[src/rtl/fetch_if.sv]
// Instruction-memory request/response bus between the fetch stage and imem.
// Single outstanding request; the response arrives one or more cycles after acceptance.
interface fetch_if;
  logic        imem_req_v;
  logic [63:0] imem_addr;
  logic        imem_ready;
  logic        imem_resp_v;
  logic [31:0] imem_rdata;

  modport master (
    output imem_req_v,
    output imem_addr,
    input  imem_ready,
    input  imem_resp_v,
    input  imem_rdata
  );

  modport slave (
    input  imem_req_v,
    input  imem_addr,
    output imem_ready,
    output imem_resp_v,
    output imem_rdata
  );
endinterface

[src/rtl/fetch.sv]
// RV64 instruction-fetch stage: owns the PC, keeps one imem request in flight,
// buffers one returned word and loads the DE latch for decode.
//
// state    | meaning
// ---------+-----------------------------------------------------------
// ST_FETCH | request driven at PC, waiting for imem_ready
// ST_WAIT  | request accepted, waiting for the response
// ST_HOLD  | response captured in ibuf, waiting to enter DE
// ST_DRAIN | request accepted but redirected; drop its response
module fetch #(
  parameter logic [63:0] RESET_PC = 64'h0000_0000_8000_0000
) (
  input  logic        CLK,
  input  logic        reset,
  fetch_if.master     imem,
  input  logic        MEM_STALL,
  input  logic        v_de_br_stall,
  input  logic        BR_RESOLVED,
  input  logic        BR_TAKEN,
  input  logic [63:0] BR_TARGET,
  input  logic        WB_CS,
  input  logic [63:0] DE_MTVEC,
  output logic [63:0] DE_NPC,
  output logic [31:0] DE_IR,
  output logic        DE_V
);

  typedef enum logic [1:0] {
    ST_FETCH = 2'd0,
    ST_WAIT  = 2'd1,
    ST_HOLD  = 2'd2,
    ST_DRAIN = 2'd3
  } state_t;

  state_t      state;
  logic        req_v;
  logic [63:0] pc;
  logic [31:0] ibuf;
  logic        br_pending;

  logic        redirect;
  logic        br_block;
  logic        word_avail;
  logic [31:0] word;
  logic        deliver;
  logic        accept;
  logic [63:0] pc_plus4;
  logic [63:0] redirect_pc;

  assign imem.imem_req_v = req_v;
  assign imem.imem_addr  = pc;

  assign redirect    = WB_CS | (BR_RESOLVED & BR_TAKEN);
  assign br_block    = br_pending | (DE_V & v_de_br_stall);
  assign word_avail  = ((state == ST_WAIT) & imem.imem_resp_v) | (state == ST_HOLD);
  assign word        = (state == ST_HOLD) ? ibuf : imem.imem_rdata;
  // A same-cycle redirect also blocks delivery so a wrong-path word never reaches DE.
  assign deliver     = word_avail & ~MEM_STALL & ~br_block & ~redirect;
  assign accept      = req_v & imem.imem_ready;
  assign pc_plus4    = pc + 64'd4;
  assign redirect_pc = (WB_CS ? DE_MTVEC : BR_TARGET) & ~64'h3;

  always_ff @(posedge CLK or negedge reset) begin
    if (!reset) begin
      state <= ST_FETCH;
      req_v <= 1'b0;
      ibuf  <= 32'd0;
    end else begin
      case (state)
        ST_FETCH: begin
          if (accept) begin
            state <= redirect ? ST_DRAIN : ST_WAIT;
            req_v <= 1'b0;
          end else begin
            req_v <= 1'b1;
          end
        end
        ST_WAIT: begin
          if (imem.imem_resp_v) begin
            if (redirect || deliver) begin
              state <= ST_FETCH;
              req_v <= 1'b1;
            end else begin
              state <= ST_HOLD;
              ibuf  <= imem.imem_rdata;
            end
          end else if (redirect) begin
            state <= ST_DRAIN;
          end
        end
        ST_HOLD: begin
          if (redirect || deliver) begin
            state <= ST_FETCH;
            req_v <= 1'b1;
          end
        end
        ST_DRAIN: begin
          if (imem.imem_resp_v) begin
            state <= ST_FETCH;
            req_v <= 1'b1;
          end
        end
        default: begin
          state <= ST_FETCH;
          req_v <= 1'b0;
        end
      endcase
    end
  end

  always_ff @(posedge CLK or negedge reset) begin
    if (!reset) begin
      pc <= RESET_PC & ~64'h3;
    end else if (redirect) begin
      pc <= redirect_pc;
    end else if (deliver) begin
      pc <= pc_plus4;
    end
  end

  // A branch leaving DE keeps fetch blocked until execute resolves it.
  always_ff @(posedge CLK or negedge reset) begin
    if (!reset) begin
      br_pending <= 1'b0;
    end else if (WB_CS) begin
      br_pending <= 1'b0;
    end else if (DE_V && v_de_br_stall && !MEM_STALL) begin
      br_pending <= 1'b1;
    end else if (BR_RESOLVED) begin
      br_pending <= 1'b0;
    end
  end

  always_ff @(posedge CLK or negedge reset) begin
    if (!reset) begin
      DE_V   <= 1'b0;
      DE_IR  <= 32'd0;
      DE_NPC <= 64'd0;
    end else if (WB_CS) begin
      DE_V <= 1'b0;
    end else if (!MEM_STALL) begin
      DE_V <= deliver;
      if (deliver) begin
        DE_IR  <= word;
        DE_NPC <= pc_plus4;
      end
    end
  end

endmodule

[src/flat_wrapper.sv]
// flat-port wrapper written by rule: the top's interface ports become plain ports
module fetch_flat 
#(
  parameter logic [63:0] RESET_PC = 64'h0000_0000_8000_0000
)
  (CLK, reset, MEM_STALL, v_de_br_stall, BR_RESOLVED, BR_TAKEN, BR_TARGET, WB_CS, DE_MTVEC, DE_NPC, DE_IR, DE_V, imem_imem_req_v, imem_imem_addr, imem_imem_ready, imem_imem_resp_v, imem_imem_rdata);
  fetch_if imem_i ();
  input  logic CLK;
  input  logic reset;
  input  logic MEM_STALL;
  input  logic v_de_br_stall;
  input  logic BR_RESOLVED;
  input  logic BR_TAKEN;
  input  logic [63:0] BR_TARGET;
  input  logic WB_CS;
  input  logic [63:0] DE_MTVEC;
  output logic [63:0] DE_NPC;
  output logic [31:0] DE_IR;
  output logic DE_V;
  output wire logic [$bits(imem_i.imem_req_v)-1:0] imem_imem_req_v;
  output wire logic [$bits(imem_i.imem_addr)-1:0] imem_imem_addr;
  input wire logic [$bits(imem_i.imem_ready)-1:0] imem_imem_ready;
  input wire logic [$bits(imem_i.imem_resp_v)-1:0] imem_imem_resp_v;
  input wire logic [$bits(imem_i.imem_rdata)-1:0] imem_imem_rdata;
  assign imem_imem_req_v = imem_i.imem_req_v;
  assign imem_imem_addr = imem_i.imem_addr;
  assign imem_i.imem_ready = imem_imem_ready;
  assign imem_i.imem_resp_v = imem_imem_resp_v;
  assign imem_i.imem_rdata = imem_imem_rdata;
  fetch #(.RESET_PC(RESET_PC)) u_core (.CLK(CLK), .reset(reset), .imem(imem_i), .MEM_STALL(MEM_STALL), .v_de_br_stall(v_de_br_stall), .BR_RESOLVED(BR_RESOLVED), .BR_TAKEN(BR_TAKEN), .BR_TARGET(BR_TARGET), .WB_CS(WB_CS), .DE_MTVEC(DE_MTVEC), .DE_NPC(DE_NPC), .DE_IR(DE_IR), .DE_V(DE_V));
endmodule
[config.mk]
export PLATFORM = sky130hd
export DESIGN_NAME = fetch_flat
export DESIGN_NICKNAME = d
export VERILOG_FILES = /design/src/rtl/fetch_if.sv /design/src/rtl/fetch.sv /design/src/flat_wrapper.sv
export SDC_FILE = /design/constraint.sdc
export NUM_CORES = 1
export LEC_CHECK = 0
export ABC_CLOCK_PERIOD_IN_PS = 2800
export CAP_MARGIN = 15
export CORE_MARGIN = 2
export CORE_UTILIZATION = 47
export CTS_CLUSTER_SIZE = 20
export DETAILED_ROUTE_END_ITERATION = 10
export PLACE_DENSITY = 0.91
export SYNTH_ARGS = -nofsm -noshare
export SYNTH_HDL_FRONTEND = slang
export SYNTH_SLANG_ARGS = --single-unit
[constraint.sdc]
create_clock -name CLK -period 2.8 [get_ports CLK]
set_input_delay 0.56 -clock CLK [delete_from_list [all_inputs] [get_ports CLK]]
set_output_delay 0.56 -clock CLK [all_outputs]
set_load 0.005 [all_outputs]
[Word-level counts from Yosys, hierarchy flattened]
Cells that the tools add are included.
Operators by class
  add/sub/neg operators: 1
  eq/ne operators: 9
  mux-type cells: 22
  bitwise operators: 15
  reductions and logical operators: 11
Operators with widths (count)
  64-bit two-way mux: 3
  64-bit by 3-bit adder with 64-bit output, second input constant: 1
  32-bit two-way mux: 1
  2-bit two-way mux: 7
  1-bit two-way mux: 9
  2-bit case mux with 4 select lines: 1
  1-bit AND: 7
  2-bit != test, second input constant: 3
  3-bit AND reduction: 2
  1-bit NOT: 5
  2-bit equality test, second input constant: 2
  2-bit by 1-bit != test with 1-bit output, second input constant: 2
  1-bit case mux with 4 select lines: 1
  4-bit AND reduction: 1
  3-bit by 2-bit != test with 1-bit output, second input constant: 1
  1-bit OR: 3
  3-bit nonzero test: 1
  2-bit by 1-bit equality test with 1-bit output, second input constant: 1
  1-bit logical AND: 2
  2-bit logical NOT: 1
  2-bit AND reduction: 1
  2-bit nonzero test: 1
  1-bit logical NOT: 1
  1-bit logical OR: 1
Storage, ports and cells
  register bits after elaboration: 197
  output and inout bits: 162

[Logic depth before layout (Yosys ltp)]
Gate-level depths: netlist of the first run.
  depth in word-level cells: 10
  gate-level depth with buffers: 11
  depth with buffers taken out: 8

[Worst setup path before layout of the first run]
OpenSTA, ideal clock, no wires.
  path kind: input -> register
  from: input port WB_CS
  to: register u_core.ibuf[0]
  setup time: 0.125 ns
  arrival: 2.284 ns
  required time: 2.675 ns
  slack: 0.391 ns
  cell stages on the path: 8
  path buffers: 4
  path through: clkbuf_1 -> nand2b_1 -> clkbuf_1 -> nor2_1 -> and3_1 -> clkbuf_1 -> buf_2 -> mux2_2
On the way
  longest elaborated chain between the ends: 6
Ends and longest elaborated chain
  from (decl): RTL line flat_wrapper.sv:15  | input logic WB_CS;
  1-bit OR *: RTL line fetch.sv:53  | assign redirect = WB_CS | (BR_RESOLVED & BR_TAKEN);
  1-bit NOT: RTL line fetch.sv:58  | assign deliver = word_avail & ~MEM_STALL & ~br_block & ~redirect;
  1-bit AND: RTL line fetch.sv:58
  1-bit logical OR *: RTL line fetch.sv:80  | if (redirect || deliver) begin
  1-bit NOT (no source line) *
  3-bit AND reduction (no source line) *
  to (signal assigned): RTL line fetch.sv:85  | ibuf <= imem.imem_rdata;
  to (decl): RTL line fetch.sv:38  | logic [31:0] ibuf;
Mark *: on every way between the ends. The rest lies on a longest branch, timed or not.
A chain may end at the register's enable or synchronous reset.

[Final worst setup path of the first run]
  from: register u_core.pc[3] (netlist: u_core.imem.imem_addr[3])
  to: register u_core.pc[42] (netlist: u_core.imem.imem_addr[42])
On the way
  longest elaborated chain between the ends: 3
Ends and longest elaborated chain
  from (decl): RTL line fetch.sv:37  | logic [63:0] pc;
  from (signal assigned): RTL line fetch.sv:113  | pc <= RESET_PC & ~64'h3;
  from (signal assigned): RTL line fetch.sv:115  | pc <= redirect_pc;
  from (signal assigned): RTL line fetch.sv:117  | pc <= pc_plus4;
  64-bit by 3-bit adder with 64-bit output: RTL line fetch.sv:60  | assign pc_plus4 = pc + 64'd4;
  64-bit two-way mux: RTL line fetch.sv:116  | end else if (deliver) begin
  64-bit two-way mux: RTL line fetch.sv:114  | end else if (redirect) begin
Every way passes these cells. The select of a mux whose other input is x is not followed.

==> results.cfg, run 1 <==
[grt]
grt_max_degree = 112
grtUsageTotal = 0.294
antenna_found_initial = 1
grt_pass1_wl_mm = 51.9
grt_overflow = 0
grt_pass1_vias = 9820

[clocking]
path_clk_slew_ns = 0.08
root_buffer = clkbuf_16
cts_buffer_depth = 2
clkSinkCount = 193
clk_latency_ns = 0.43
hold_buffers = 0
cts_buffers = 17
cts_tree = built
htreeDepth = 4
cts_resized = 0
cts_setup_buffers = 0

[timing]
rsz0062_at_grt = no
finalCritPeriodShare = 0.957
fin_crit_ns = 2.68
maxSlewHeadroom = 0.577
tightestPinTransition_ns = 0.634
fin_tns_setup_ns = 0
hold_viol = 0
setup_viol = 0
fmax_ghz = 0.373
skew_ns = 0.0132
worst_slack_ns = 0.120
slew_violations = 0

[min_path]
hold_class = input pin to asynchronous set/reset pin

[power_and_ir_drop]
cellPowerDensity_mw_per_mm2 = 776
p_clk_frac = 0.220
p_leak_nw = 5.78
power_switching_share = 0.335
internal_power_w = 0.00750
irDropWorstVdd_mv = 0.363
power_switching_w = 0.00378
p_comb_frac = 0.379
total_power_w = 0.0113
seqPwrFrac = 0.400

[placed_design]
dpl_cell_area_mm2 = 0.0139
preCtsSetupSlack_ns = 0.0413
detailed_place_hpwl_mm = 24.9
finalWeightedCongestion = 0.903
io_buffer_count = 322
dp.cells = 1662

[yosys]
synth_area_mm2 = 0.0102
ys_types = 51
postSynthAreaPerCell_um2 = 9.30
synth_seq_cells = 193
ys_seq_area_frac = 0.472
async_flop_share = 1.00
syn_inst = 1100
synth_ff_type = dfrtp_1
synth-edff-count = 0
yosysWarnings = 0

[drt]
ant_nets = 0
routed_wl_mm = 33.9
via_count = 9741
wl_per_cell_um = 20.0
drc_errors = 0
via_per_inst = 5.74
drt_iter0_markers = 638
drt_pass1_iterations = 6

[layout]
seq_area_mm2 = 0.00483
stdcell_area_mm2 = 0.0145
layout-drive-gt1-share = 0.0887
final_common_cell = clkdlybuf4s50_1
multi_input_area_mm2 = 0.00505
stdcell_count = 1696
num-fill-cells = 1585
mostFrequentLayoutCells = 320 x clkdlybuf4s50_1, 195 x nand2_1, 192 x dfrtp_1, 102 x o21ai_0, 74 x xnor2_1
synthToLayoutAreaGrowth_pct = 42.0
nets = 1583
n_antenna_cell = 0

[setup_path]
reg2reg_slack_ns = 0.12
start_kind = flip-flop
cp-end-kind = flip-flop
cpPeakStageDelay_ns = 0.44
crit_chain = ha_1 -> nand4_1 -> nor4_2 -> buf_4 -> nand3_1 -> o31a_1 -> nor3_1 -> o31ai_1
crit_path_max_fanout = 8
crit_arrival_ns = 2.97
r2r_cells = 8
critical_path_class = flip-flop to flip-flop
cp.required_ns = 3.09
critPathSlowestCell = dfrtp_1

[die]
core-area_mm2 = 0.0212
fp.dieArea_mm2 = 0.0230
num_rows = 53
start_util = 0.482
dieWidth_um = 152
fp.dieH_um = 152
ios = 331

[status]
status = completed

[run]
maxCapViolCount = 0
kinds of logic after synthesis:
family          after synthesis  synth area share
compound gates              202             0.118
flops                       193             0.472
simple gates                424             0.199
xor+xnor                    110            0.0942
buf+inv                      95            0.0379
mux                          69            0.0714
other cells                   1          0.000366
fa+ha+maj                     6           0.00734
flip-flops by register name, summed over array words and instances, names as in the netlist:
register and flops:
u_core.DE_IR 32, u_core.DE_NPC 62, u_core.DE_V 1, u_core.br_pending 1, u_core.ibuf 32, u_core.imem.imem_addr 62, u_core.imem.imem_req_v 1, u_core.state 2
Yosys cell counts (25+ instances only):
cell      instances  area share
mux2_2           32       0.035
nand2_1         196       0.072
xor2_1           36       0.031
mux2i_1          37       0.036
xnor2_1          74       0.063
dfrtp_1         192        0.47
nor3_1           32       0.016
o21ai_0         102       0.050
nor2_1           67       0.025
nand4_1          29       0.018
clkbuf_1         58       0.021
nand3_1          29       0.014
a21oi_1          25       0.012
worst paths after layout:
check | start | end
max reg2reg | u_core.imem.imem_addr[3] | u_core.imem.imem_addr[42]
max | u_core.imem.imem_addr[3] | u_core.imem.imem_addr[42]
max in group asynchronous | reset | u_core.ibuf[21]
min in group CLK | WB_CS | u_core.br_pending
min | reset | u_core.DE_IR[10]
min reg2reg | u_core.DE_IR[20] | u_core.DE_IR[20]
stage by stage:
step | util | hold WS, ns
after global routing | 0.685 | 0.103
after floorplan | - | 0.264
final | 0.685 | 0.0873
after CTS | 0.684 | 0.0940
after detailed placement | 0.656 | 0.469
after global placement | 0.656 | 0.461
power by group through the flow:
stage                     Combinational, W  Sequential, W  Clock, W
after floorplan                    0.00170        0.00446         0
after global placement             0.00410        0.00447         0
after detailed placement           0.00428        0.00454         0
after CTS                          0.00430        0.00451   0.00251
after global routing               0.00467        0.00463   0.00264
final                              0.00428        0.00451   0.00249
routing by layer:
layer / share of wire / global-route usage / wire length [µm]
met1: 0.39 / 0.358 / 13200
met2: 0.48 / 0.489 / 16200
met3: 0.097 / 0.0775 / 3280
met4: 0.038 / 0.132 / 1310
met5: 0 / 0 / 0
final cells by class:
class	count	area share
multi-input cells	815	0.347
flip-flops and latches	193	0.332
repair buffers	367	0.252
clock buffers	17	0.0293
well taps	275	0.0237
clock inverters	15	0.0119
inverters	14	0.00362
worst max-delay path, delay by kind of cell (launching register included):
family                   cells  cell delay (ns)
buffers and inverters        1             0.20
adder cells (fa/ha/maj)      1             0.28
AND/OR/NAND/NOR              4             1.12
AO/OA/AOI/OAI                2             0.51
flip-flops                   1             0.44
No activity file was read; power rests on OpenSTA's default activity.
==> run 2: changes to the inputs <==
--- a/config.mk
+++ b/config.mk
@@ -12,6 +12,7 @@
 export CTS_CLUSTER_SIZE = 20
 export DETAILED_ROUTE_END_ITERATION = 10
 export PLACE_DENSITY = 0.91
+export SKIP_CTS_REPAIR_TIMING = 1
 export SYNTH_ARGS = -nofsm -noshare
 export SYNTH_HDL_FRONTEND = slang
 export SYNTH_SLANG_ARGS = --single-unit
==> results of run 2 <==
No change in the layout: final DEF, timing and power equal those of run 1.
